**src/rtl/auv_wb_sram.sv**
```systemverilog
// Wishbone B4 pipelined slave driving a 16-bit asynchronous SRAM with programmable wait states.
// Optional range check and error response: define AUV_WB_SRAM_ERR_EN.
module auv_wb_sram #(
    parameter int ADDR_WIDTH  = 24,
    parameter int SRAM_AW     = 18,
    parameter int WAIT_STATES = 2
) (
    input  logic                  clk,
    input  logic                  rst_n,
    input  logic [ADDR_WIDTH-1:0] wb_adr_i,
    input  logic [15:0]           wb_dat_i,
    output logic [15:0]           wb_dat_o,
    input  logic [1:0]            wb_sel_i,
    input  logic                  wb_we_i,
    input  logic                  wb_stb_i,
    input  logic                  wb_cyc_i,
    output logic                  wb_ack_o,
    output logic                  wb_err_o,
    output logic                  wb_stall_o,
    output logic [SRAM_AW-1:0]    sram_adr_o,
    output logic [15:0]           sram_dq_o,
    input  logic [15:0]           sram_dq_i,
    output logic                  sram_dq_oe,
    output logic                  sram_ce_n,
    output logic                  sram_oe_n,
    output logic                  sram_we_n,
    output logic                  sram_lb_n,
    output logic                  sram_ub_n
);

    typedef enum logic [1:0] {IDLE, ACCESS, DONE, ERR} state_t;

    state_t     state, state_next;
    logic [3:0] cnt, cnt_next;
    logic [1:0] sel_q;
    logic       we_q;
    logic       accept;
    logic       latch_read;
    logic       ack_next, ce_n_next, oe_n_next, we_n_next, lb_n_next, ub_n_next, dq_oe_next;

    assign wb_stall_o = (state != IDLE);
    assign accept     = wb_cyc_i & wb_stb_i & ~wb_stall_o;

`ifdef AUV_WB_SRAM_ERR_EN
    logic out_of_range;
    logic err_q, err_next;
    logic unused_adr;

    assign out_of_range = |wb_adr_i[ADDR_WIDTH-1:SRAM_AW+1];
    assign unused_adr   = wb_adr_i[0];
    assign wb_err_o     = err_q;

    always_ff @(posedge clk) begin
        if (!rst_n) err_q <= 1'b0;
        else        err_q <= err_next;
    end
`else
    // Upper address bits are deliberately ignored: the SRAM aliases across the byte space.
    logic unused_adr;
    assign unused_adr = ^{wb_adr_i[ADDR_WIDTH-1:SRAM_AW+1], wb_adr_i[0]};
    assign wb_err_o   = 1'b0;
`endif

    // Outputs are computed for the state being entered and registered, so pins are glitch-free.
    always_comb begin
        // NOTE: every signal assigned here gets a default first so no latch is inferred.
        state_next = state;
        cnt_next   = cnt;
        ack_next   = 1'b0;
        ce_n_next  = 1'b1;
        oe_n_next  = 1'b1;
        we_n_next  = 1'b1;
        lb_n_next  = 1'b1;
        ub_n_next  = 1'b1;
        dq_oe_next = 1'b0;
        latch_read = 1'b0;
`ifdef AUV_WB_SRAM_ERR_EN
        err_next   = 1'b0;
`endif
        case (state)
            IDLE: begin
                if (accept) begin
`ifdef AUV_WB_SRAM_ERR_EN
                    if (out_of_range) begin
                        state_next = ERR;
                        err_next   = 1'b1;
                    end else
`endif
                    begin
                        state_next = ACCESS;
                        cnt_next   = 4'(WAIT_STATES);
                        ce_n_next  = 1'b0;
                        lb_n_next  = ~wb_sel_i[0];
                        ub_n_next  = ~wb_sel_i[1];
                        oe_n_next  = wb_we_i;
                        we_n_next  = ~wb_we_i;
                        dq_oe_next = wb_we_i;
                    end
                end
            end
            ACCESS: begin
                if (!wb_cyc_i) begin
                    state_next = IDLE;
                end else if (cnt == 4'd0) begin
                    // Strobes drop but lanes and data stay put for one hold cycle.
                    state_next = DONE;
                    ack_next   = 1'b1;
                    lb_n_next  = ~sel_q[0];
                    ub_n_next  = ~sel_q[1];
                    dq_oe_next = we_q;
                    latch_read = ~we_q;
                end else begin
                    cnt_next   = cnt - 4'd1;
                    ce_n_next  = 1'b0;
                    lb_n_next  = ~sel_q[0];
                    ub_n_next  = ~sel_q[1];
                    oe_n_next  = we_q;
                    we_n_next  = ~we_q;
                    dq_oe_next = we_q;
                end
            end
            DONE:    state_next = IDLE;
`ifdef AUV_WB_SRAM_ERR_EN
            ERR:     state_next = IDLE;
`endif
            default: state_next = IDLE;
        endcase
    end

    always_ff @(posedge clk) begin
        if (!rst_n) begin
            state      <= IDLE;
            cnt        <= 4'd0;
            sel_q      <= 2'b00;
            we_q       <= 1'b0;
            wb_ack_o   <= 1'b0;
            wb_dat_o   <= 16'h0000;
            sram_adr_o <= '0;
            sram_dq_o  <= 16'h0000;
            sram_dq_oe <= 1'b0;
            sram_ce_n  <= 1'b1;
            sram_oe_n  <= 1'b1;
            sram_we_n  <= 1'b1;
            sram_lb_n  <= 1'b1;
            sram_ub_n  <= 1'b1;
        end else begin
            state      <= state_next;
            cnt        <= cnt_next;
            wb_ack_o   <= ack_next;
            sram_dq_oe <= dq_oe_next;
            sram_ce_n  <= ce_n_next;
            sram_oe_n  <= oe_n_next;
            sram_we_n  <= we_n_next;
            sram_lb_n  <= lb_n_next;
            sram_ub_n  <= ub_n_next;
            if (accept) begin
                sram_adr_o <= wb_adr_i[SRAM_AW:1];
                sram_dq_o  <= wb_dat_i;
                sel_q      <= wb_sel_i;
                we_q       <= wb_we_i;
            end
            if (latch_read) wb_dat_o <= sram_dq_i;
        end
    end

endmodule
```
**config.mk**
```make
export PLATFORM = sky130hd
export DESIGN_NAME = auv_wb_sram
export DESIGN_NICKNAME = d
export VERILOG_FILES = /design/src/rtl/auv_wb_sram.sv
export SDC_FILE = /design/constraint.sdc
export NUM_CORES = 1
export LEC_CHECK = 0
export CAP_MARGIN = 20
export CELL_PAD_IN_SITES_DETAIL_PLACEMENT = 1
export CELL_PAD_IN_SITES_GLOBAL_PLACEMENT = 2
export CORE_ASPECT_RATIO = 0.8
export CORE_MARGIN = 1.5
export CORE_UTILIZATION = 30
export DETAILED_ROUTE_END_ITERATION = 8
export DONT_BUFFER_PORTS = 1
export GPL_ROUTABILITY_DRIVEN = 1
export PLACE_DENSITY_LB_ADDON = 0.1
export SYNTH_ARGS = -nofsm -noshare
export SYNTH_HDL_FRONTEND = slang
export SYNTH_SLANG_ARGS = --single-unit
```
**constraint.sdc**
```tcl
create_clock -name clk -period 1.9 [get_ports clk]
set_clock_uncertainty 0.05 [all_clocks]
set_input_delay 0.38 -clock clk [delete_from_list [all_inputs] [get_ports clk]]
set_output_delay 0.38 -clock clk [all_outputs]
set_load 0.02 [all_outputs]
```
==> results.tsv, run 1 <==
stage	metric	value	unit
outcome	status	finished clean	
die	die_x	105	µm
worst_setup_path	cp_data_required_time	2110	ps
clocking	htreeDepth	3	
die	core_area	7980	µm²
route	wirelength	6.10	mm
power_and_ir_drop	ir_drop	0.351	mV
logic_synthesis	ys_seq_elements	66	
timing	grt_setup_unrepaired	false	
worst_setup_path	cp-end-kind	flop	
power_and_ir_drop	leakagePower	0.984	nW
placed_design	gp_congestion	0.745	
final_layout	post_route_cells_drive_above_1_share	9.83	%
route	ant_nets	0	
timing	period_needed	1720	ps
logic_synthesis	yosysWarnings	0	
clocking	clk_path_buf_depth	2	
worst_setup_path	crit_arrival	1940	ps
clocking	root_buffer	clkbuf_8	
clocking	post_cts_buffers	0	
die	core.rowCount	29	
worst_setup_path	crit_type	flop to flop	
final_layout	fin_nets	357	
global_route	gr-usage-met2	21.9	%
logic_synthesis	avgSynthCellArea	8.51	µm²
global_route	grt_pass1_wl	9.93	mm
global_route	grt_pass1_vias	1963	
worst_setup_path	crit_fanout	16	
route	num_vias	1911	
final_layout	utilization	35.3	%
timing	finalMaxSlewViolations	0	
clocking	cts_tree	yes	
worst_hold_path	hp-class	input port to flop	
timing	setup_tns	0	ps
worst_hold_path	holdPathStages	1	
global_route	grt_max_degree	38	
logic_synthesis	synth_area	2480	µm²
power_and_ir_drop	power_density	993	nW/µm²
global_route	grt_busiest_layer	met2	
route	drt_pass1_iterations	5	
final_layout	n_antenna_cell	0	
timing	fin_crit_sh	90.7	%
clocking	ctsHoldBuffers	0	
global_route	grt_overflow_total	0	
clocking	cts.clk_slew.worst_paths	70	ps
timing	finalSetupViolations	0	
timing	hold_viol	0	
die	initial_core_util	31.1	%
global_route	grt_use_met1	17.4	%
logic_synthesis	synth.distinct_cells	36	
logic_synthesis	synth_nets	357	
global_route	track_usage	14.3	%
logic_synthesis	synthCells	292	
timing	fmax	580	MHz
worst_setup_path	ff2ff_path_depth	6	
final_layout	syn_to_final_growth	13.3	%
placed_design	io_buffers	0	
clocking	numCtsBuffers	9	
die	ioPinCount	122	
global_route	grt_antenna_before_repair	0	
clocking	cts.sinks	66	
die	dieArea	8840	µm²
route	via_per_inst	4.74	
die	dieHeight	84.4	µm
power_and_ir_drop	power.total	2.80	mW
clocking	ctsResizeCount	0	
clocking	clock_latency	330	ps
global_route	grt_use_met3	6.60	%
route	drt_iter0_markers	42	
flow_run	cap_violations	0	
route	drcViolationCount	0	
placed_design	dp_hpwl	4.15	mm
route	avgRoutedWirePerCell	15.1	µm
logic_synthesis	synth-seq-area-share	53.2	%
worst_setup_path	critPathLaunchType	flop	
==> stage by stage <==
stage | setup slack, ps | hold slack [ps] | area, µm² | std cells
2_1_floorplan | 41.4 | 387 | 2480 | 292
5_1_grt | 44.9 | 41.4 | 2820 | 403
4_1_cts | 156 | 43.2 | 2820 | 403
3_5_place_dp | 174 | 399 | 2640 | 389
6_report | 177 | 69.6 | 2820 | 403
3_3_place_gp | 194 | 396 | 2640 | 389
==> worst max-delay path, cell delays in order (launching register included) <==
cell and delay (ps):
dfxtp_1 320, inv_1 100, ha_1 160, or3b_1 410, nor3_4 210, buf_12 200
mux2i_1 200
==> sequential cells by signal, summed over array words and instances (netlist names) <==
register and cells:
cnt 4, sel_q 2, sram_adr_o 18, sram_ce_n 1
sram_dq_o 16, sram_dq_oe 1, sram_lb_n 1, sram_oe_n 1
sram_ub_n 1, sram_we_n 1, state 2, wb_ack_o 1
wb_dat_o 16, we_q 1
==> worst paths after layout <==
path              startpoint          end  slack, ps
setup / recovery      cnt[0]  wb_dat_o[9]        180
hold / removal         rst_n    sram_oe_n         70
setup reg to reg      cnt[0]  wb_dat_o[9]        180
hold reg to reg     sel_q[1]     sel_q[1]        410
==> final cells by class <==
class / count / area [µm²]
Tap cell: 108 / 135
Multi-Input combinational cell: 201 / 1060
Clock inverter: 4 / 45.0
Sequential cell: 66 / 1320
Inverter: 4 / 15.0
Fill cell: 963 / 5170
Timing Repair Buffer: 10 / 113
Clock buffer: 10 / 128
==> layout by cell type (no fill, tap or decap), drive strengths merged, types with 2 or more instances in the layout <==
cell type	netlist	layout
nand3b	2	2
clkbuf	15	10
mux2i	16	16
nor3	5	5
a21oi	40	40
nand2	111	111
a21o	2	2
inv	4	4
clkinv	0	3
ha	2	2
buf	6	10
o211ai	2	2
dfxtp	66	66
nand3	3	3
nor4bb	2	2
==> cell usage after synthesis, drive strengths merged <==
| cell type | instances | area (µm²) |
|---|---|---|
| nand2 | 111 | 417 |
| dfxtp | 66 | 1320 |
| a21oi | 40 | 200 |
| mux2i | 16 | 160 |
| clkbuf | 15 | 56.3 |
| buf | 6 | 52.6 |
| nor3 | 5 | 36.3 |
| inv | 4 | 15.0 |
| nand3 | 3 | 15.0 |
| a21o | 2 | 15.0 |
| ha | 2 | 25.0 |
| nand3b | 2 | 15.0 |
| nor4bb | 2 | 20.0 |
| o211ai | 2 | 15.0 |
| a211oi | 1 | 7.51 |
| a31oi | 1 | 6.26 |
| a41oi | 1 | 8.76 |
| and2 | 1 | 6.26 |
| and3b | 1 | 8.76 |
| conb | 1 | 3.75 |
| nand4b | 1 | 8.76 |
| nand4bb | 1 | 11.3 |
| nor3b | 1 | 7.51 |
| o21ai | 1 | 5.00 |
| o2bb2ai | 1 | 8.76 |
| o32ai | 1 | 8.76 |
| or2 | 1 | 6.26 |
| or3 | 1 | 7.51 |
| or3b | 1 | 8.76 |
| or4 | 1 | 7.51 |
==> where the power goes <==
group / switching, mW / total (mW) / leakage, nW / internal [mW]
combinational: 0.109 / 0.186 / 0.355 / 0.0765
sequential: 0.0919 / 1.53 / 0.537 / 1.44
clock: 0.499 / 1.08 / 0.0918 / 0.585
total: 0.701 / 2.80 / 0.984 / 2.10
==> cells by family after synthesis <==
kind of cell	share of synthesized area (%)
adders and majority gates	1.01
other	0.151
AOI/OAI and AO/OA	11.1
muxes	6.44
buffers and inverters	4.98
DFF	53.2
and+or+nand+nor	23.2
==> layer usage <==
| layer | up-vias | part of all wire (%) |
|---|---|---|
| met5 | - | 0 |
| met4 | 0 | 1.2 |
| met3 | 9 | 8.0 |
| met2 | 62 | 45 |
| met1 | 883 | 46 |
| li1 | 957 | - |
(Power assumes the default switching activity.)
==> run 2: changes to the inputs <==
--- a/config.mk
+++ b/config.mk
@@ -14,6 +14,7 @@
 export DETAILED_ROUTE_END_ITERATION = 8
 export DONT_BUFFER_PORTS = 1
 export GPL_ROUTABILITY_DRIVEN = 1
+export GPL_TIMING_DRIVEN = 1
 export PLACE_DENSITY_LB_ADDON = 0.1
 export SYNTH_ARGS = -nofsm -noshare
 export SYNTH_HDL_FRONTEND = slang
==> results of run 2 <==
Final layout, timing and power as in run 1 (identical DEF).
==> variant 1, RTL diff (flow settings as in run 2) <==
Add a define of `AUV_WB_SRAM_ERR_EN`.
--- a/src/rtl/auv_wb_sram.sv
+++ b/src/rtl/auv_wb_sram.sv
@@ -2,2 +2,4 @@
 // Optional range check and error response: define AUV_WB_SRAM_ERR_EN.
+`define AUV_WB_SRAM_ERR_EN
+
 module auv_wb_sram #(
Behaviour: not the same (Yosys sat finds a counterexample within 4 cycles, from zero or initial values and one cycle with rst_n low).
==> variant 1 against run 2 <==
Final cell count unchanged. Clock power increased by 5%. Sequential share of layout area decreased by 0.77 points. Worst setup slack got worse by 0.046 ns. Critical path type unchanged. Cell area increased by 3.2%. Critical endpoint is now wb_dat_o[14]$_SDFFE_PN0P_. Total power increased by 0.74%. Routed wire length increased by 3.1%. Area after synthesis increased by 5.1%. Count of clock-buffer cells in the layout unchanged. Combinational power decreased by 19%. Sequential cell count increased by 1.
==> variant 1: results (changes against run 2) <==
layout cells sized above 1 8.591% (was 9.831%); CTS clk-pin slew, worst paths 0.07 ns (about the same); clk_lat worst skew 0.33 ns (about the same); Yosys Warn Count 0 (unchanged); global-route wire length before repair 9660 um (was 9929 um); status finished clean (unchanged); drt initial violations 67 (was 42); diode count 0 (unchanged); vias in the first global route 1969 (was 1963); syn nets 354 (was 357); ranking of synthesized cells by area dfxtp_1 (51%), nand2_1 (12%), a21boi_1 (7.5%), mux2i_1 (6.1%), nor2b_1 (4.3%) (was dfxtp_1 (53%), nand2_1 (17%), a21oi_1 (8.1%), mux2i_1 (6.4%), clkbuf_1 (2.3%)); critical path fanouts, max 16 (unchanged); hold crit path type input pin to flip-flop (unchanged); final hold violation count 0 (unchanged); GRT Total Usage 13.59% (was 14.33%); Seq/Total Area, Yosys 51.37% (was 53.17%); TritonCTS buffer count 9 (unchanged); routed wire length 6287 um (was 6096 um); Port Buf Inserts 0 (unchanged); asr flop ratio synth 0% (unchanged); clk buf depth 2 (unchanged); DP Wirelength 4270 um (was 4155 um); Distinct cells, synth 35 (was 36); Main synth FF type dfxtp_1 (unchanged); peak supply drop 0.4066 mV (was 0.3509 mV); CTS H-Tree Depth 3 (unchanged); Worst Tran Pin Value 0.4326 ns; pin count of the biggest net entering global routing 65 (was 38); via count 1912 (was 1911); Static Leak 1.010 nW (was 0.9841 nW); most instantiated cells after synthesis nand2_1 (86), dfxtp_1 (67), a21boi_1 (26), nor2b_1 (18) (was nand2_1 (111), dfxtp_1 (66), a21oi_1 (40), mux2i_1 (16), clkbuf_1 (15)); clock root buffer clkbuf_8 (unchanged); critical path arrival 1.94 ns (about the same); Routability Congestion 0.7147 (was 0.7448); initial antenna violation count 0 (unchanged); drt first pass iters 3 (was 5); largest registers in the final layout sram_adr_o x18, sram_dq_o x16, wb_dat_o x16 (unchanged)
-- variant 1: path summary, 6_finish.rpt --
check                                      startpoint                         to  slack [ns]  depth (start not counted)
worst max register to register    cnt[0]$_SDFFE_PN0P_  wb_dat_o[14]$_SDFFE_PN0P_        0.13                          7
worst max-delay path              cnt[0]$_SDFFE_PN0P_  wb_dat_o[14]$_SDFFE_PN0P_        0.13                          7
worst min register to register  sel_q[1]$_SDFFE_PN0P_      sel_q[1]$_SDFFE_PN0P_        0.42                          2
worst min-delay path                            rst_n       sram_ub_n$_SDFF_PN1_        0.08                          1
-- variant 1: stage by stage --
stage | area [sq um] | util [%] | power (W) | worst slack [ns] | std cells
floorplan | 2611 | - | 0.001693 | 0.009647 | 289
global placement | 2719 | 32.05 | 0.001720 | 0.03281 | 388
detailed placement | 2719 | 32.05 | 0.001724 | -0.008289 | 388
CTS | 2903 | 34.22 | 0.002889 | 0.02847 | 403
global route | 2907 | 34.26 | 0.002970 | 0.01730 | 403
finish | 2907 | 34.26 | 0.002819 | 0.1313 | 403
-- variant 1: critical path, stage by stage, from the launching register on --
cell and delay (ns):
dfxtp_1 0.33, inv_1 0.08, ha_1 0.14, or3b_4 0.43, nor3_4 0.17, buf_12 0.19, mux2i_1 0.21, nor2b_1 0.06
-- variant 1: area by class of cell --
type,instances,area (sq um)
Clock buffer,10,127.6
Clock inverter,5,55.05
Fill cell,1006,5577
Inverter,5,18.77
Multi-Input combinational cell,198,1166
Sequential cell,67,1341
Tap cell,112,140.1
Timing Repair Buffer,6,57.56
-- variant 1: what timing repair did --
item | in CTS | in global routing
buffers inserted | 0 | 0
hold buffers | 0 | 0
setup endpoints to repair | 1 | 15
resized for setup | 1 | 2
-- variant 1: kinds of logic after synthesis --
family / Yosys count / synth area share [%]
AND/OR/NAND/NOR: 127 / 22.76
AO/OA/AOI/OAI: 53 / 14.61
multiplexers: 16 / 6.133
adder cells (fa/ha/maj): 2 / 0.9582
flip-flops: 67 / 51.37
buffers and inverters: 24 / 4.169
-- variant 1: power breakdown --
part | internal (W) | total [W] | switching [W]
clock network | 0.000595 | 0.00113 | 0.000538
registers | 0.00145 | 0.00154 | 0.0000845
logic | 0.0000678 | 0.000150 | 0.0000821
-- variant 1: layer usage --
metal	vias to the layer above	wire, um	GRT usage, %	share of wire (%)
li1	949	-	-	-
met1	884	2792	16.07	44
met2	71	2814	21.31	45
met3	8	606	6.692	9.6
met4	0	73	5.091	1.2
met5	-	0	0	0
==> variant 2, RTL diff (config.mk and constraints of run 2) <==
Made on the original files. The 4 states of `state_t` get a one-hot encoding in 4 bits.
--- a/src/rtl/auv_wb_sram.sv
+++ b/src/rtl/auv_wb_sram.sv
@@ -30,3 +30,3 @@
 
-    typedef enum logic [1:0] {IDLE, ACCESS, DONE, ERR} state_t;
+    typedef enum logic [3:0] {IDLE = 4'b0001, ACCESS = 4'b0010, DONE = 4'b0100, ERR = 4'b1000} state_t;
 
Function: same outputs for any inputs over 10 cycles, from zero or initial values and one cycle with rst_n low; not proved beyond that.
==> variant 2 against run 2 <==
Worst setup slack worse by 0.074 ns. Sequential cell count is 1 higher. Area after synthesis is 8.7% higher. Total power is 11% higher. Cell area is 8.1% higher. Count of clock-buffer cells in the layout is 2 higher. Final cell count is 3.7% higher. Sequential share of layout area is 2.9 points lower. Sequential power hardly changed. Critical endpoint is now wb_stall_o. Critical path depth is 3 lower. Highest routed layer unchanged. Routed wire length is 19% higher.
==> variant 2: results (changes against run 2) <==
status finished clean (unchanged); vias in the first global route 2142 (was 1963); min-delay src rst_n (unchanged); Area after DPL 2815 sq um (was 2644 sq um); clock root buffer clkbuf_8 (unchanged); clk buf depth 2 (unchanged); asr flop ratio synth 0% (unchanged); pin count of the biggest net entering global routing 44 (was 38); Hold Path Depth 1 (unchanged); global-route wire length before repair 11130 um (was 9929 um); drt first pass iters 4 (was 5); Main synth FF type dfxtp_1 (unchanged); worst hold slack 0.06182 ns (was 0.06962 ns); switching share of power 24.63% (was 25.04%); RR Endpoint wb_dat_o[2]$_SDFFE_PN0P_ (was wb_dat_o[9]$_SDFFE_PN0P_); syn nets 371 (was 357); ranking of synthesized cells by area dfxtp_1 (50%), a21oi_1 (7.2%), nand3_1 (7.2%), o21ai_0 (6.9%), mux2i_1 (5.9%) (was dfxtp_1 (53%), nand2_1 (17%), a21oi_1 (8.1%), mux2i_1 (6.4%), clkbuf_1 (2.3%)); initial antenna violation count 0 (unchanged); CTS H-Tree Depth 3 (unchanged); Routability Congestion 0.6994 (was 0.7448); origin of the worst setup path state[0]$_SDFFE_PN1P_ (was cnt[0]$_SDFFE_PN0P_); Critical R2R Launch cnt[0]$_SDFFE_PN0P_ (unchanged); Met2 Routed Length 3149 um (was 2750 um); hold-fix buffer count after cts 0 (unchanged); TritonCTS buffer count 9 (unchanged); most instantiated cells after synthesis dfxtp_1 (67), a21oi_1 (39), nand2_1 (39), nand3_1 (39), o21ai_0 (37) (was nand2_1 (111), dfxtp_1 (66), a21oi_1 (40), mux2i_1 (16), clkbuf_1 (15)); Fillers 992 (was 963); CTS clk-pin slew, worst paths roughly 0.080 ns; wire length on met1 3321 um (was 2781 um); peak supply drop 0.4418 mV (was 0.3509 mV); Worst setup endpoint wb_stall_o (was wb_dat_o[9]$_SDFFE_PN0P_); DP Wirelength 4662 um (was 4155 um); Static Leak 1.033 nW (was 0.9841 nW); layout cells sized above 1 12.09% (was 9.831%); GRT Total Usage 15.48% (was 14.33%); Port Buf Inserts 0 (unchanged); Worst Reg-to-Reg Cells 6 (unchanged); Placed Cells 402 (was 389); synthesized area per cell 8.828 sq um (was 8.510 sq um); largest registers in the final layout sram_adr_o x18, sram_dq_o x16, wb_dat_o x16 (unchanged); Seq/Total Area, Yosys 49.65% (was 53.17%); hold crit path type input pin to flip-flop (unchanged); drt initial violations 104 (was 42); top sig layer met4 (unchanged); Min-Delay Endpoint sram_ce_n$_SDFF_PN1_ (was sram_oe_n$_SDFF_PN1_); critical path fanouts, max 8 (was 16); met3 wire length 700 um (was 490 um); via count 2178 (was 1911); Placement Setup Slack 0.08956 ns (was 0.1742 ns); WP data required 1.47 ns (was 2.11 ns); crit share post-route 94.60% (was 90.69%); setup slack, reg-to-reg 0.15 ns (was 0.18 ns); routed wire length 7260 um (was 6096 um); Distinct cells, synth 37 (was 36); Yosys Warn Count 0 (unchanged); diode count 0 (unchanged); DR vias/cell 5.211 (was 4.742)
==> variant 2: cell count changes after synthesis, moves of 4 or more <==
cell	run 2	this run
nor3_1	4	0
nand2_1	111	39
o21ai_0	1	37
buf_2	2	7
nand3_1	3	39
clkbuf_1	15	19
==> variant 2: power by group through the flow <==
stage | combinational [W] | sequential (W) | clock [W]
2_1_floorplan | 0.000176 | 0.00156 | 0
3_3_place_gp | 0.000221 | 0.00157 | 0
3_5_place_dp | 0.000225 | 0.00157 | 0
4_1_cts | 0.000226 | 0.00154 | 0.00142
5_1_grt | 0.000249 | 0.00154 | 0.00148
6_report | 0.000223 | 0.00153 | 0.00136
==> variant 2: logic make-up (layout without fill, tap and decap cells) <==
family	after synthesis	after routing	share of synthesized area (%)
AOI/OAI and AO/OA	88	88	17.88
xor gates and xnor gates	1	1	0.3243
adders and majority gates	2	2	0.9262
buffers and inverters	34	34	6.345
DFF	67	67	49.65
muxes	16	16	5.929
other	1	1	0.1388
and+or+nand+nor	97	97	18.81
==> variant 2: cell type report <==
cell class                      instances  area (sq um)  area share (%)
Timing Repair Buffer                   14         130.1           4.273
Tap cell                              112         140.1           4.601
Clock inverter                          4         72.57           2.383
Multi-Input combinational cell        205          1191           39.11
Sequential cell                        67          1341           44.04
Clock buffer                           12         155.1           5.095
Inverter                                4         15.01          0.4930
==> variant 2: worst max-delay path: stages, from the launching register on <==
cell and delay [ns]:
dfxtp_1 0.39, nor3b_4 0.29, inv_2 0.15, buf_4 0.19
==> variant 2: layer usage <==
metal | vias up | global-route usage, %
li1 | 1063 | -
met1 | 1031 | 19.65
met2 | 75 | 22.44
met3 | 9 | 7.813
met4 | 0 | 5.742
met5 | - | 0
==> variant 2: what timing repair did <==
action,4_1_cts,5_1_grt
setup buffers,0,0
resized for setup,1,1
setup endpoints to repair,1,6
pin swaps,0,0
